`src/rtl/ram_arbiter_pkg.sv`:
```
// ---------------------------------------------------------------------------
// ram_arbiter_pkg
// Purpose : shared types and constants for the two-requester RAM arbiter.
// Contents: arb_state_t FSM encoding, requester count, lock timeout length,
//           timer width/load value, and an owner-to-mask helper.
// ---------------------------------------------------------------------------
package ram_arbiter_pkg;

  localparam int NUM_REQ      = 2;
  localparam int LOCK_TIMEOUT = 16;
  localparam int TO_W         = 4;

  // Down-counter load value: expiry is the cycle the count sits at zero
  // while the owner is still idle, giving LOCK_TIMEOUT idle cycles in total.
  localparam logic [TO_W-1:0] TO_LOAD = TO_W'(LOCK_TIMEOUT - 1);

  typedef enum logic {
    IDLE   = 1'b0,
    LOCKED = 1'b1
  } arb_state_t;

  function automatic logic [NUM_REQ-1:0] owner_mask(input logic owner);
    return owner ? 2'b10 : 2'b01;
  endfunction

endpackage

```
`src/rtl/ram_arbiter_rr_arbiter2.sv`:
```
// ---------------------------------------------------------------------------
// rr_arbiter2
// Purpose : combinational 2-way round-robin grant.
// Ports   : i_valid     - per-requester valid
//           i_rr_last   - index of the last granted requester
//           i_lock_mask - requesters currently allowed to win (all when idle,
//                         only the owner when locked)
//           o_grant     - one-hot (or zero) grant
// ---------------------------------------------------------------------------
module rr_arbiter2
  import ram_arbiter_pkg::*;
(
  input  logic [NUM_REQ-1:0] i_valid,
  input  logic               i_rr_last,
  input  logic [NUM_REQ-1:0] i_lock_mask,
  output logic [NUM_REQ-1:0] o_grant
);

  logic [NUM_REQ-1:0] w_elig;

  always_comb begin
    w_elig = i_valid & i_lock_mask;
    if (w_elig == 2'b11)
      o_grant = i_rr_last ? 2'b01 : 2'b10;  // tie goes to the one not served last
    else
      o_grant = w_elig;
  end

endmodule

```
`src/rtl/ram_arbiter.sv`:
```
// ---------------------------------------------------------------------------
// ram_arbiter
// Purpose : arbitrates two requesters onto one single-port RAM with an
//           asynchronous read path. Supports a lock hint that keeps the grant
//           with one requester, released by an unlocked transfer or by a
//           16-cycle owner-idle timeout. Reads return one cycle later on a
//           shared registered data bus with per-requester strobes.
// Ports   : clk, rst_n (sync, active-low)
//           req_valid/lock/we [2], req_addr [2*ADDR_W], req_wdata [2*DATA_W]
//           req_ready [2], rsp_valid [2], rsp_rdata [DATA_W]
//           ram_addr, ram_data_in, ram_we  -> RAM
//           ram_data_out                   <- RAM (asynchronous)
//
// state  | meaning
// IDLE   | no owner; round-robin between valid requesters
// LOCKED | r_owner holds the grant; other requester is blocked
// ---------------------------------------------------------------------------
module ram_arbiter
  import ram_arbiter_pkg::*;
#(
  parameter int ADDR_W = 5,
  parameter int DATA_W = 8
) (
  input  logic                  clk,
  input  logic                  rst_n,
  input  logic [NUM_REQ-1:0]    req_valid,
  input  logic [NUM_REQ-1:0]    req_lock,
  input  logic [NUM_REQ-1:0]    req_we,
  input  logic [2*ADDR_W-1:0]   req_addr,
  input  logic [2*DATA_W-1:0]   req_wdata,
  output logic [NUM_REQ-1:0]    req_ready,
  output logic [NUM_REQ-1:0]    rsp_valid,
  output logic [DATA_W-1:0]     rsp_rdata,
  output logic [ADDR_W-1:0]     ram_addr,
  output logic [DATA_W-1:0]     ram_data_in,
  output logic                  ram_we,
  input  logic [DATA_W-1:0]     ram_data_out
);

  arb_state_t         r_state;
  arb_state_t         w_state_nxt;
  logic               r_owner;
  logic               r_rr_last;
  logic [TO_W-1:0]    r_timer;
  logic [NUM_REQ-1:0] r_rsp_valid;
  logic [DATA_W-1:0]  r_rsp_rdata;

  logic [NUM_REQ-1:0] w_lock_mask;
  logic [NUM_REQ-1:0] w_grant;
  logic [NUM_REQ-1:0] w_ready;
  logic               w_accept;
  logic               w_gidx;
  logic               w_we_sel;
  logic               w_lock_sel;
  logic               w_owner_idle;
  logic               w_timeout;
  logic               w_rd_accept;

  rr_arbiter2 u_rr_arbiter2 (
    .i_valid     (req_valid),
    .i_rr_last   (r_rr_last),
    .i_lock_mask (w_lock_mask),
    .o_grant     (w_grant)
  );

  // ---- FSM: state register ----
  always_ff @(posedge clk) begin
    if (!rst_n) r_state <= IDLE;
    else        r_state <= w_state_nxt;
  end

  // ---- FSM: next state ----
  always_comb begin
    w_state_nxt = r_state;
    case (r_state)
      IDLE:   if (w_accept && w_lock_sel) w_state_nxt = LOCKED;
      LOCKED: if ((w_accept && !w_lock_sel) || w_timeout) w_state_nxt = IDLE;
      default: w_state_nxt = IDLE;
    endcase
  end

  // ---- FSM: outputs (grant qualification and RAM mux) ----
  always_comb begin
    w_lock_mask  = (r_state == LOCKED) ? owner_mask(r_owner) : {NUM_REQ{1'b1}};
    // ready is forced low while reset is held, independent of arbiter state
    w_ready      = w_grant & {NUM_REQ{rst_n}};
    w_accept     = |w_ready;
    w_gidx       = w_ready[1];
    w_we_sel     = req_we[w_gidx];
    w_lock_sel   = req_lock[w_gidx];
    w_rd_accept  = w_accept && !w_we_sel;
    w_owner_idle = !req_valid[r_owner];
    w_timeout    = (r_state == LOCKED) && w_owner_idle && (r_timer == '0);

    ram_we       = w_accept && w_we_sel;
    ram_addr     = '0;
    ram_data_in  = '0;
    if (w_accept) begin
      ram_addr    = w_gidx ? req_addr[2*ADDR_W-1:ADDR_W] : req_addr[ADDR_W-1:0];
      ram_data_in = w_gidx ? req_wdata[2*DATA_W-1:DATA_W] : req_wdata[DATA_W-1:0];
    end
  end

  // ---- owner / round-robin history ----
  always_ff @(posedge clk) begin
    if (!rst_n) begin
      r_owner   <= 1'b0;
      r_rr_last <= 1'b1;
    end else if (w_accept) begin
      r_rr_last <= w_gidx;
      if (r_state == IDLE && w_lock_sel) r_owner <= w_gidx;
    end
  end

  // ---- lock timeout down-counter ----
  // Held at the load value while idle so entry to LOCKED starts a full count.
  always_ff @(posedge clk) begin
    if (!rst_n)
      r_timer <= '0;
    else if (r_state == IDLE || w_accept)
      r_timer <= TO_LOAD;
    else if (w_owner_idle && r_timer != '0)
      r_timer <= r_timer - 1'b1;
  end

  // ---- read response ----
  always_ff @(posedge clk) begin
    if (!rst_n) begin
      r_rsp_valid <= '0;
      r_rsp_rdata <= '0;
    end else begin
      r_rsp_valid <= w_rd_accept ? w_ready : '0;
      if (w_rd_accept) r_rsp_rdata <= ram_data_out;
    end
  end

  assign req_ready = w_ready;
  assign rsp_valid = r_rsp_valid;
  assign rsp_rdata = r_rsp_rdata;

endmodule
```
`config.mk`:
```
export PLATFORM = sky130hd
export DESIGN_NAME = ram_arbiter
export DESIGN_NICKNAME = d
export VERILOG_FILES = /design/src/rtl/ram_arbiter_pkg.sv /design/src/rtl/ram_arbiter_rr_arbiter2.sv /design/src/rtl/ram_arbiter.sv
export SDC_FILE = /design/constraint.sdc
export NUM_CORES = 1
export LEC_CHECK = 0
export CAP_MARGIN = 20
export CORE_MARGIN = 4
export CORE_UTILIZATION = 30
export DETAILED_ROUTE_END_ITERATION = 8
export PLACE_DENSITY = 0.67
export SYNTH_ARGS = -nofsm -noshare
export SYNTH_HDL_FRONTEND = slang
export SYNTH_SLANG_ARGS = --single-unit
```
`constraint.sdc`:
```
create_clock -name clk -period 2 [get_ports clk]
set_input_delay 0.2 -clock clk [delete_from_list [all_inputs] [get_ports clk]]
set_output_delay 0.2 -clock clk [all_outputs]
set_load 0.02 [all_outputs]
```
# ---- Word-level counts from Yosys, hierarchy flattened
# Cells that the tools add are included.
dict set report totals {
  register_bits 17
  latchBits 0
  mem_bits_rw 0
  romBits 0
  wordCells 51
  memories 0
}
dict set report op_classes {
  addsub 1
  mul 0
  div_mod_pow 0
  order_cmp 2
  n_eq_ne 1
  n_shift 0
  mux 19
  bitwise 3
  n_reduce_logical 19
}
# cell count
set op_table {}
lappend op_table {{$mux 8} 2}
lappend op_table {{$mux 5} 2}
lappend op_table {{$logic_and 1x1->1} 8}
lappend op_table {{$mux 1} 8}
lappend op_table {{$mux 2} 4}
lappend op_table {{$mux 4} 2}
lappend op_table {{$and 2x2->2} 2}
lappend op_table {{$logic_not 4->1} 1}
lappend op_table {{$lt 1x2->1 const B} 2}
lappend op_table {{$reduce_and 2->1} 2}
lappend op_table {{$reduce_bool 4->1} 1}
lappend op_table {{$sub 4x1->4 const B} 1}
lappend op_table {{$logic_not 1->1} 3}
lappend op_table {{$eq 2x2->1 const B} 1}
lappend op_table {{$logic_or 1x1->1} 2}
lappend op_table {{$pmux 1 s2} 1}
lappend op_table {{$reduce_bool 2->1} 1}
lappend op_table {{$reduce_or 2->1} 1}
lappend op_table {{$not 1->1} 1}

# ---- Logic depth before layout (Yosys ltp)
dict set report depth {
  depth_word 13
  depth_mapped 6
  ltp_nobuf 6
}

# ---- Hierarchy
# Synthesis repeated with hierarchy kept, for this count alone.
dict set report unflattened {
  cells_unflattened 110
  area_unflattened_um2 939.7
}
# module n_inst cells_per_inst area_each_um2 seq_area_each_um2
set modules_own_cells {}
lappend modules_own_cells {ram_arbiter 1 107 919.6 340.3}
lappend modules_own_cells {rr_arbiter2 1 3 20.0 0.0}

# ---- Worst setup path before layout
# No wires, ideal clock.
dict set report synth_timing {
  path_type {register to output}
  startpoint {register r_state}
  endpoint {output port ram_addr[0]}
  arrival_time_ns 1.352
  required_time_ns 1.800
  setup_slack_ns 0.448
  path_stages_with_launch 6
  path_buffers 2
  path_cell_list {dfxtp_1 > buf_6 > a21bo_4 > nor3_4 > buf_6 > a22o_1}
}
dict set report synth_via {
  elab_chain_len 7
}
# item line
set synth_rtl {}
lappend synth_rtl {{start, declared} ram_arbiter.sv:40} ;# arb_state_t r_state;
lappend synth_rtl {{start signal, assigned} ram_arbiter.sv:69} ;# else r_state <= w_state_nxt;
lappend synth_rtl {{$mux 2 (*)} ram_arbiter.sv:84} ;# w_lock_mask = (r_state == LOCKED) ? owner_mask(r_owner) : {NUM_REQ{1'b1}};
lappend synth_rtl {{$and 2x2->2 (*)} ram_arbiter_rr_arbiter2.sv:22} ;# w_elig = i_valid & i_lock_mask;
lappend synth_rtl {{$eq 2x2->1} ram_arbiter_rr_arbiter2.sv:23} ;# if (w_elig == 2'b11)
lappend synth_rtl {{$mux 2 (*)} ram_arbiter_rr_arbiter2.sv:23}
lappend synth_rtl {{$and 2x2->2 (*)} ram_arbiter.sv:86} ;# w_ready = w_grant & {NUM_REQ{rst_n}};
lappend synth_rtl {{named net req_ready[0]} ram_arbiter.sv:31} ;# output logic [NUM_REQ-1:0] req_ready,
lappend synth_rtl {{$reduce_or 2->1 (*)} ram_arbiter.sv:87} ;# w_accept = |w_ready;
lappend synth_rtl {{$mux 5 (*)} ram_arbiter.sv:98} ;# if (w_accept) begin
lappend synth_rtl {{end, declared} ram_arbiter.sv:34} ;# output logic [ADDR_W-1:0] ram_addr,
# The timed path passes the listed nets; every way through them passes the cells marked *.

# ---- Worst setup path after layout
dict set report layout_timing {
  startpoint {input port req_valid[0]}
  endpoint {output port req_ready[0]}
}
dict set report layout_via {
  elab_chain_len 4
}
# item line
set layout_rtl {}
lappend layout_rtl {{start, declared} ram_arbiter.sv:26} ;# input logic [NUM_REQ-1:0] req_valid,
lappend layout_rtl {{$and 2x2->2 (*)} ram_arbiter_rr_arbiter2.sv:22}
lappend layout_rtl {{$eq 2x2->1} ram_arbiter_rr_arbiter2.sv:23}
lappend layout_rtl {{$mux 2 (*)} ram_arbiter_rr_arbiter2.sv:23}
lappend layout_rtl {{$and 2x2->2 (*)} ram_arbiter.sv:86}
lappend layout_rtl {{end, declared} ram_arbiter.sv:31}
# Every way passes the cells marked *; elsewhere a longest branch is shown, timed or not.

==> out/summary.txt <==
Crit Path Category -> primary input to primary output
# setup viols final -> 0
Most frequent cells in the layout -> clkdlybuf4s50_1 (51), dfxtp_1 (15)
Max VDD drop -> 0.312 mV
CTS tree -> built
Startpoint types -> primary input
Synth Warn # -> 0
Maximum fanout along the worst path -> 12
First-pass GRT wire length -> 5300 µm
CTS sink cnt -> 17
P per Cell Area -> 517 nW/µm²
GRT Overall Usage -> 15.3%
Final slew viol count -> 0
Rows -> 20
Clk_skew -> 0.000781 ns
Max_cap viols -> 0
Layout Utilization -> 57.2%
Via/cell ratio -> 4.87
Syn avg cell area -> 9.96 µm²
ANT cells -> 0
Post-Syn Area -> 996 µm²
Synthesized Nets -> 143
Antenna Violating Nets Remaining -> 0
Share of layout cells above drive strength 1 -> 25.8%
DP Area -> 1820 µm²
Final period utilization -> 92.3%
Worst path required time -> 1.80 ns
DIE HEIGHT -> 65.6 µm
Pin count of the biggest net entering global routing -> 18
Detailed Routing Iterations Pass 1 -> 4
Starting Density -> 32.1%
Fillers -> 298
Residual DRC -> 0
Final GP Congestion -> 0.780
Max clock buf depth -> 2
Vias in the first global route -> 1150
Setup crit end kind -> primary output
Post-layout min period -> 1.85 ns
Total die area -> 4310 µm²
Area Growth Syn to Fin -> 78.3%
Postcts setup bufs -> 0
Sequential-to-total area share from yosys stat -> 34.2%
Inserted Clock Buffers -> 3
Nets@finish -> 226
Die width -> 65.6 µm
IO Port Bufs -> 67
Status -> completed
Commonest non-fill, non-tap cell in the layout -> clkdlybuf4s50_1
Setup TNS Final -> 0 ns
Post-route cell area -> 1780 µm²
H-tree Lvls -> 1
Fmax -> 542 MHz
RSZ-0062 raised after global routing -> false
Final hold violation count -> 0
Synth Register Bits -> 17
Distinct cells, synth -> 32
Worst slew margin -> 74.4%
Initial antenna violation count -> 0
Root buf cell -> clkbuf_4
Worst hold path class -> register to register
Clk_lat worst skew -> 0.28 ns
P_leak -> 0.730 nW
Remaining global-route overflow -> 0
Via count -> 1100
Wire per inst -> 14.1 µm
Worst Max-Slew Pin Slew -> 0.374 ns
WP data arrival -> 1.65 ns
Final wirelength -> 3180 µm
Drt initial violations -> 28
Post-DP HPWL -> 2690 µm
Clock Pin Slew Worst Setup and Hold Paths -> 0.10 ns
Post-synthesis cell count -> 100
Ports -> 68
Core Box Area -> 3100 µm²
==> logic make-up (layout without fill, tap and decap cells) <==
group,count (synthesis),in the layout,share of synthesized area [%]
AOI/OAI and AO/OA,40,40,30.8
DFF,17,17,34.2
and+or+nand+nor,28,28,21.6
muxes,2,2,2.01
xor gates and xnor gates,2,2,1.76
buffers and inverters,10,92,8.42
adders and majority gates,1,1,1.26
==> registers in the layout, summed over array words and instances (netlist names) <==
signal and cells:
r_owner 1, rsp_valid 2, r_timer 4, r_rr_last 1
r_state 1, rsp_rdata 8
==> synthesized netlist by cell type <==
library cell / n / area [µm²]
a21bo_4: 1 / 16.3
a21oi_1: 3 / 15.0
a22o_1: 14 / 123
a22oi_1: 1 / 7.51
a31oi_1: 1 / 6.26
and2_1: 1 / 6.26
and3b_2: 1 / 10.0
buf_6: 5 / 56.3
dfxtp_1: 17 / 340
dlymetal6s2s_1: 1 / 12.5
ha_1: 1 / 12.5
inv_1: 4 / 15.0
mux2i_1: 2 / 20.0
nand2_1: 14 / 52.6
nand3_1: 1 / 5.00
nand3b_1: 1 / 7.51
nor2_1: 2 / 7.51
nor2b_4: 1 / 13.8
nor3_1: 1 / 5.00
nor3_4: 1 / 16.3
nor3b_4: 2 / 37.5
nor4_4: 1 / 21.3
nor4b_4: 1 / 23.8
o21a_1: 2 / 15.0
o21ai_0: 7 / 35.0
o21ai_2: 1 / 8.76
o22ai_1: 1 / 6.26
o311ai_0: 1 / 8.76
o31ai_1: 7 / 52.6
o31ai_2: 1 / 12.5
or3b_1: 1 / 8.76
xnor2_1: 2 / 17.5
==> metal layers <==
| metal | global-route usage, % | wire length, µm |
|---|---|---|
| met1 | 16.6 | 1330 |
| met2 | 29.2 | 1600 |
| met3 | 4.27 | 240 |
| met4 | 3.11 | 0 |
| met5 | 0 | 0 |
==> critical path: stages <==
cell             delay, ns
clkdlybuf4s50_1       0.50
a21bo_4               0.25
nor3_4                0.21
buf_12                0.15
dlygate4sd2_1         0.33
==> metrics by stage <==
step	setup WS, ns	hold slack (ns)	std cells	power (W)
detailed placement	-0.271	0.451	222	0.000768
floorplan	0.448	0.310	100	0.000560
global placement	-0.238	0.444	222	0.000761
finish	0.154	0.465	226	0.000919
CTS	0.00638	0.464	226	0.000937
global route	0.0622	0.478	226	0.000970
==> power by group <==
group	leakage [nW]	internal (W)	switching, W
logic	0.570	0.000199	0.000153
registers	0.142	0.000365	0.0000199
clock network	0.0177	0.0000743	0.000107
total	0.730	0.000639	0.000280
==> area by class of cell <==
| cell class | instances | area (µm²) | share of cell area [%] |
|---|---|---|---|
| Clock buffer | 3 | 22.5 | 1.27 |
| Clock inverter | 1 | 5.00 | 0.282 |
| Tap cell | 44 | 55.1 | 3.10 |
| Multi-Input combinational cell | 73 | 572 | 32.2 |
| Timing Repair Buffer | 84 | 763 | 43.0 |
| Sequential cell | 17 | 343 | 19.3 |
| Inverter | 4 | 15.0 | 0.846 |
==> repair_timing <==
| action | in CTS | in global routing |
|---|---|---|
| hold buffers | 0 | 0 |
| pin swaps | 0 | 0 |
| setup endpoints to repair | 16 | 14 |
| endpoints found under the hold margin | 0 | 0 |
| gates resized for setup | 19 | 27 |
==> worst paths after layout <==
kind / startpoint / cells after the start / to / slack, ns
min: rsp_rdata[2] / 2 / rsp_rdata[2] / 0.46
max reg2reg: r_timer[0] / 6 / r_timer[0] / 0.46
min reg2reg: rsp_rdata[2] / 2 / rsp_rdata[2] / 0.46
max: req_valid[0] / 5 / req_ready[0] / 0.15
Note: power is estimated with default switching activity, not from simulation.
